File: src/rtl/pipe_hazard_ctrl_pkg.sv
// Shared types for the hazard controller: forward-select encoding and scoreboard entry.
// The rd field is sized for the widest supported register address (REG_AW <= 8).
package pipe_hazard_ctrl_pkg;
  localparam int FWD_REGFILE = 0;
  localparam int SB_RD_W     = 8;

  typedef logic [SB_RD_W-1:0] sb_rd_t;

  typedef struct packed {
    logic   valid;
    logic   we;
    logic   is_load;
    sb_rd_t rd;
  } sb_entry_t;
endpackage

File: src/rtl/pipe_hazard_ctrl_match.sv
// Per-operand forwarding match: picks the youngest in-flight stage writing the source register.
module hazard_match
  import pipe_hazard_ctrl_pkg::*;
#(
  parameter int NSTAGES = 2,
  parameter int SEL_W   = $clog2(NSTAGES+1)
) (
  input  sb_entry_t [NSTAGES-1:0] sb_i,
  input  sb_rd_t                  src_i,
  input  logic                    use_i,
  output logic      [SEL_W-1:0]   sel_o
);
  // Scan oldest to youngest so the smallest matching stage number is written last.
  always_comb begin
    sel_o = SEL_W'(FWD_REGFILE);
    if (use_i && (src_i != '0)) begin
      for (int k = NSTAGES; k >= 1; k--) begin
        if (sb_i[k-1].valid && sb_i[k-1].we && (sb_i[k-1].rd == src_i))
          sel_o = SEL_W'(k);
      end
    end
  end
endmodule

File: src/rtl/pipe_hazard_ctrl.sv
// In-order pipeline hazard controller: scoreboard shift, forwarding selects, load-use stall, flush.
// Define HAZARD_STATS_EN to add saturating stall/flush event counters.
module pipe_hazard_ctrl
  import pipe_hazard_ctrl_pkg::*;
#(
  parameter int NSTAGES = 2,
  parameter int REG_AW  = 5,
  parameter int CNT_W   = 32
) (
  input  logic                           clk,
  input  logic                           reset,
  input  logic                           dec_valid,
  input  logic [REG_AW-1:0]              dec_rs1,
  input  logic [REG_AW-1:0]              dec_rs2,
  input  logic                           dec_use_rs1,
  input  logic                           dec_use_rs2,
  input  logic [REG_AW-1:0]              dec_rd,
  input  logic                           dec_we,
  input  logic                           dec_is_load,
  input  logic                           br_taken,
  output logic                           stall,
  output logic                           flush,
  output logic [$clog2(NSTAGES+1)-1:0]   fwd_a_sel,
  output logic [$clog2(NSTAGES+1)-1:0]   fwd_b_sel,
  output logic [NSTAGES-1:0]             stg_valid,
  output logic [NSTAGES-1:0]             stg_we
`ifdef HAZARD_STATS_EN
  ,
  output logic [CNT_W-1:0]               stall_cnt,
  output logic [CNT_W-1:0]               flush_cnt
`endif
);
  localparam int SEL_W = $clog2(NSTAGES+1);

  sb_entry_t [NSTAGES-1:0] sb_q, sb_d;

  hazard_match #(.NSTAGES(NSTAGES), .SEL_W(SEL_W)) u_match_a (
    .sb_i(sb_q), .src_i(SB_RD_W'(dec_rs1)), .use_i(dec_use_rs1), .sel_o(fwd_a_sel)
  );

  hazard_match #(.NSTAGES(NSTAGES), .SEL_W(SEL_W)) u_match_b (
    .sb_i(sb_q), .src_i(SB_RD_W'(dec_rs2)), .use_i(dec_use_rs2), .sel_o(fwd_b_sel)
  );

  assign flush = br_taken & sb_q[0].valid;
  // A stage-1 match implies a valid writing entry, so only is_load needs checking.
  assign stall = dec_valid & ~flush & sb_q[0].is_load &
                 ((fwd_a_sel == SEL_W'(1)) | (fwd_b_sel == SEL_W'(1)));

  always_comb begin
    sb_d[0] = '0;
    if (!stall && !flush)
      sb_d[0] = '{valid: dec_valid, we: dec_we, is_load: dec_is_load, rd: SB_RD_W'(dec_rd)};
    for (int k = 1; k < NSTAGES; k++)
      sb_d[k] = sb_q[k-1];
  end

  always_ff @(posedge clk) begin
    if (reset) sb_q <= '0;
    else       sb_q <= sb_d;
  end

  always_comb begin
    for (int k = 0; k < NSTAGES; k++) begin
      stg_valid[k] = sb_q[k].valid;
      stg_we[k]    = sb_q[k].valid & sb_q[k].we;
    end
  end

`ifdef HAZARD_STATS_EN
  logic [CNT_W-1:0] stall_cnt_q, flush_cnt_q;

  always_ff @(posedge clk) begin
    if (reset) begin
      stall_cnt_q <= '0;
      flush_cnt_q <= '0;
    end else begin
      if (stall && !(&stall_cnt_q)) stall_cnt_q <= stall_cnt_q + CNT_W'(1);
      if (flush && !(&flush_cnt_q)) flush_cnt_q <= flush_cnt_q + CNT_W'(1);
    end
  end

  assign stall_cnt = stall_cnt_q;
  assign flush_cnt = flush_cnt_q;
`endif
endmodule

File: config.mk
export PLATFORM = sky130hd
export DESIGN_NAME = pipe_hazard_ctrl
export DESIGN_NICKNAME = d
export VERILOG_FILES = /design/src/rtl/pipe_hazard_ctrl_pkg.sv /design/src/rtl/pipe_hazard_ctrl_match.sv /design/src/rtl/pipe_hazard_ctrl.sv
export SDC_FILE = /design/constraint.sdc
export NUM_CORES = 1
export LEC_CHECK = 0
export BUFFER_PORTS_ARGS = -buffer_cell sky130_fd_sc_hd__buf_4
export CAP_MARGIN = 25
export CORE_MARGIN = 4
export CORE_UTILIZATION = 35
export CTS_BUF_LIST = sky130_fd_sc_hd__clkbuf_8
export DETAILED_ROUTE_END_ITERATION = 10
export SYNTH_ARGS = -nofsm -noshare
export SYNTH_HDL_FRONTEND = slang
export SYNTH_SLANG_ARGS = --single-unit
File: constraint.sdc
create_clock -name clk -period 2.6 [get_ports clk]
set_clock_uncertainty 0.15 [all_clocks]
set_input_delay 0.13 -clock clk [delete_from_list [all_inputs] [get_ports clk]]
set_output_delay 0.13 -clock clk [all_outputs]
set_load 0.005 [all_outputs]
== After elaboration in Yosys (flattened, before gate mapping) ==
Cells that the tools add are included.

* Register bits: 21
* Bits of input ports: 23
* Output and inout port bits: 10

* Eq/ne operators: 6
* Mux-type cells: 6
* Bitwise logic cells: 9
* Reduce and logical (&&, ||, !) cells: 14

{| class="wikitable"
|+ Operators by type and width
! operator !! count
|-
| $eq A8 B5 Y1 || 4
|-
| $reduce_bool A8 Y1 || 2
|-
| $mux W2 || 6
|-
| $logic_and A1 B1 Y1 || 9
|-
| $and A1 B1 Y1 || 6
|-
| $eq A2 B1 Y1 const B || 2
|-
| $logic_not A1 Y1 || 2
|-
| $not A1 Y1 || 2
|-
| $reduce_or A2 Y1 || 1
|-
| $or A1 B1 Y1 || 1
|}

== Longest topological paths before layout ==
* Word-level depth: 12
* Mapped depth: 5
* Gate-level depth less buffers: 5

== Hierarchy ==
Synthesis repeated with hierarchy kept, for this count alone.

* Cells, all modules: 102
* Area, all modules: 1024.7 sq um

{| class="wikitable"
|+ By module, submodules not included
! module !! times used !! cells each !! area each (sq um)
|-
| pipe_hazard_ctrl || 1 || 44 || 569.3
|-
| hazard_match || 2 || 29 || 227.7
|}

== Least setup slack after synthesis ==
No wires, ideal clock.

* Path type: reg-to-reg
* Start: register sb_q (netlist bit sb_d[12])
* End: register sb_q (netlist bit sb_d[11])
* Data arrival time: 1.402 ns
* Data required time: 2.315 ns
* Slack: 0.913 ns
* Stages on the path, launching flop included: 6
* Cell sequence: dfxtp_1 > xnor2_1 > nand2_1 > or4b_4 > a21oi_4 > nor4b_1

* Word-level cells in the longest chain between the ends: 11
* Elaborated cells between the ends (all ways): 16
* Classes of those cells: 4 x eq/ne; 4 x mux; 3 x bitwise; 5 x reduce/logical

{| class="wikitable"
|+ RTL lines
! element !! line !! text
|-
| from (decl) || pipe_hazard_ctrl.sv:35 || <nowiki>sb_entry_t [NSTAGES-1:0] sb_q, sb_d;</nowiki>
|-
| from (signal assigned) || pipe_hazard_ctrl.sv:59 || <nowiki>if (reset) sb_q <= '0;</nowiki>
|-
| from (signal assigned) || pipe_hazard_ctrl.sv:60 || <nowiki>else sb_q <= sb_d;</nowiki>
|-
| $eq A8 B5 Y1 || pipe_hazard_ctrl_match.sv:18 || <nowiki>if (sb_i[k-1].valid && sb_i[k-1].we && (sb_i[k-1].rd == src_i))</nowiki>
|-
| $logic_and A1 B1 Y1 || pipe_hazard_ctrl_match.sv:18 ||
|-
| $mux W2 || pipe_hazard_ctrl_match.sv:18 ||
|-
| $mux W2 || pipe_hazard_ctrl_match.sv:16 || <nowiki>if (use_i && (src_i != '0)) begin</nowiki>
|-
| $eq A2 B1 Y1 || pipe_hazard_ctrl.sv:48 || <nowiki>((fwd_a_sel == SEL_W'(1)) | (fwd_b_sel == SEL_W'(1)));</nowiki>
|-
| $or A1 B1 Y1 (*) || pipe_hazard_ctrl.sv:48 ||
|-
| $and A1 B1 Y1 (*) || pipe_hazard_ctrl.sv:47 || <nowiki>assign stall = dec_valid & ~flush & sb_q[0].is_load &</nowiki>
|-
| named net stall || pipe_hazard_ctrl.sv:21 || <nowiki>output logic stall,</nowiki>
|-
| $logic_not A1 Y1 (*) || pipe_hazard_ctrl.sv:52 || <nowiki>if (!stall && !flush)</nowiki>
|-
| $logic_and A1 B1 Y1 (*) || pipe_hazard_ctrl.sv:52 ||
|-
| $not A1 Y1 (no line) (*) || - ||
|-
| $reduce_or A2 Y1 (no line) (*) || - ||
|}

Mark *: on every way through the listed nets, which the timed path passes. The rest lies on a longest branch.
A chain may end at the register's enable or synchronous reset.

== Final worst setup path ==
* Start: register sb_q (netlist bit sb_d[12])
* End: output stall

* Word-level cells in the longest chain between the ends: 7
* Elaborated cells between the ends (all ways): 12
* Classes of those cells: 4 x eq/ne; 4 x mux; 2 x bitwise; 2 x reduce/logical

{| class="wikitable"
|+ RTL lines
! element !! line
|-
| $eq A8 B5 Y1 || pipe_hazard_ctrl_match.sv:18
|-
| $logic_and A1 B1 Y1 || pipe_hazard_ctrl_match.sv:18
|-
| $mux W2 || pipe_hazard_ctrl_match.sv:18
|-
| $mux W2 || pipe_hazard_ctrl_match.sv:16
|-
| $eq A2 B1 Y1 || pipe_hazard_ctrl.sv:48
|-
| $or A1 B1 Y1 (*) || pipe_hazard_ctrl.sv:48
|-
| $and A1 B1 Y1 (*) || pipe_hazard_ctrl.sv:47
|-
| to (decl) || pipe_hazard_ctrl.sv:21
|}

Mark *: on every way between the ends. The rest lies on a longest branch, timed or not.

==> results.ini <==
[status]
outcome = finished clean

[floorplan]
die_h_um = 55.8
rows = 17
die_w_um = 55.8
core_um2 = 2190
initial_core_util_pct = 36.5
dieArea_um2 = 3110
io_pins = 33

[sta]
finalCritPeriodShare_pct = 82.8
slew_viol_final = 0
rsz0062_at_grt = false
setup_viol = 0
hold_viol = 0
tightest_slew_ns = 0.281
hold_ws_ns = 0.0138
maxSlewHeadroom_pct = 81.0
fin_setup_tns_ns = 0
max_freq_mhz = 465
period_needed_ns = 2.15

[global_routing]
grt_pass1_wl_um = 3020
grt_max_degree = 16
grt_usage_pct = 12.1
grt_overflow_total = 0
antenna_found_initial = 0
grt_pass1_vias = 687

[power_and_ir_drop]
p_leak_nw = 0.447
ir_worst_vdd_mv = 0.226
p_per_area_nw_per_um2 = 474

[clock_tree]
numCtsBuffers = 3
clk_path_buf_depth = 2
htree_levels = 1
cts_setup_buffers = 0
clk_pin_slew_ns = 0.06
ctsResizeCount = 0
clock_sinks = 15
holdBufCountCts = 0
cts_tree = yes
clock-root-buffer = clkbuf_8
worstSkewPairLatency_ns = 0.24

[run]
drv_cap = 0

[synthesis]
synth.avg_cell_area_um2 = 9.52
yosysWarnings = 0
syn-instance-count = 84
synth_area_um2 = 800
ys_seq_elements = 15
syn_nets = 107
yosysSeqAreaShare_pct = 37.6
synthDistinctLibCells = 19

[final_layout]
fin_util_pct = 50.3
area_growth_pct = 37.7
multi_input_area_um2 = 465
final_layout_size_suffix_gt1_share_pct = 35.0
antennaDiodeCount = 0
nFillCells = 227
finalNonFillerCells = 145
nets = 141
seqCellArea_um2 = 300

[placed_design]
dp_cells = 141
gp_congestion = 0.818
dp_hpwl_um = 1570
port_buffers = 32

[drt]
drc_errors = 0
via_per_inst = 4.74
ant_nets = 0
firstDrtPassIters = 2
drtIter0Drc = 3
dr_total_vias = 688
wirelength_um = 1860
avgRoutedWirePerCell_um = 12.8

[min_path]
worstHoldPathType = input pin to flip-flop

[critical_path]
crit_slowest_cell = or4b_4
arrival_ns = 1.87
cp_max_fo = 9
path_class = flip-flop to output pin
max_stage_delay_ns = 0.55
crit_path_start_kind = flip-flop
cp_cell_sequence = xnor2_1 -> nand2_1 -> or4b_4 -> a21oi_4 -> buf_4
required_ns = 2.32
endpoint_kind = output pin

[registers in the layout, summed over array words and instances (netlist names)]
register,count
sb_d,7
sb_q,6
stg_valid,2
[final cells by class]
class	instances	share of cell area, %
Multi-Input combinational cell	62	42.3
Sequential cell	15	27.3
Timing Repair Buffer	32	21.8
Clock buffer	3	3.75
Tap cell	28	3.18
Inverter	4	1.36
Clock inverter	1	0.341
[per-layer routing]
layer | global-route usage [%] | share of wire (%) | vias to the layer above
li1 | - | - | 347
met1 | 14.7 | 47 | 314
met2 | 20.1 | 45 | 25
met3 | 3.02 | 7.1 | 2
met4 | 5.21 | 0.59 | 0
met5 | 0 | 0 | -
[synthesized netlist by cell type, drive strengths merged]
cell | n | area (um^2)
a21oi | 1 | 16.3
and2 | 1 | 6.26
buf | 2 | 15.0
clkbuf | 1 | 3.75
clkinv | 1 | 3.75
dfxtp | 15 | 300
inv | 3 | 11.3
nand2 | 10 | 37.5
nand3 | 1 | 5.00
nand4 | 2 | 12.5
nor2 | 4 | 15.0
nor2b | 7 | 43.8
nor4b | 10 | 93.8
o21ai | 2 | 17.5
or4 | 2 | 15.0
or4b | 2 | 27.5
xnor2 | 18 | 158
xor2 | 2 | 17.5
[where the power goes]
group          internal [mW]  total (mW)  switching [mW]
clock network          0.104       0.179          0.0752
registers              0.242       0.251         0.00950
logic                 0.0546      0.0915          0.0369
total                  0.401       0.522           0.122
[per-stage QoR]
stage | instance area [um^2] | power (mW) | setup slack (ns)
5_1_grt | 1100 | 0.545 | 0.331
2_1_floorplan | 800 | 0.303 | 0.913
3_5_place_dp | 1060 | 0.348 | 0.708
3_3_place_gp | 1060 | 0.347 | 0.749
6_report | 1100 | 0.522 | 0.448
4_1_cts | 1100 | 0.530 | 0.447
[logic make-up after synthesis]
kind of cell    synth area share [%]
compound gates                  4.23
buf+inv                         4.22
flops                           37.6
xor+xnor                        21.9
simple gates                    32.1
[critical path: cells and delay by family, from the launching register on]
kind	cells	cell delay, ns
and+or+nand+nor	2	0.65
DFF	1	0.40
xor gates and xnor gates	1	0.14
AOI/OAI and AO/OA	1	0.29
buffers and inverters	1	0.16
[placed cells by master, fill, tap and decap left out]
cell type and count:
a21oi_4 1, and2_1 1, buf_4 32, clkbuf_8 3
clkinv_1 1, dfxtp_1 15, inv_1 4, nand2_1 10
nand3_1 1, nand4_1 2, nor2_1 4, nor2b_1 7
nor4b_1 9, nor4b_2 1, o21ai_2 2, or4_1 2
or4b_4 2, xnor2_1 18, xor2_1 2
[path summary, 6_finish.rpt]
| check | cells after the start | start | end | slack [ns] |
|---|---|---|---|---|
| hold reg to reg | 1 | sb_d[20] | sb_q[20] | 0.31 |
| setup / recovery | 5 | sb_d[12] | stall | 0.45 |
| setup reg to reg | 5 | sb_d[12] | sb_d[20] | 0.77 |
| hold / removal | 2 | dec_is_load | sb_d[19] | 0.01 |
Note: power is estimated with default switching activity, not from simulation.
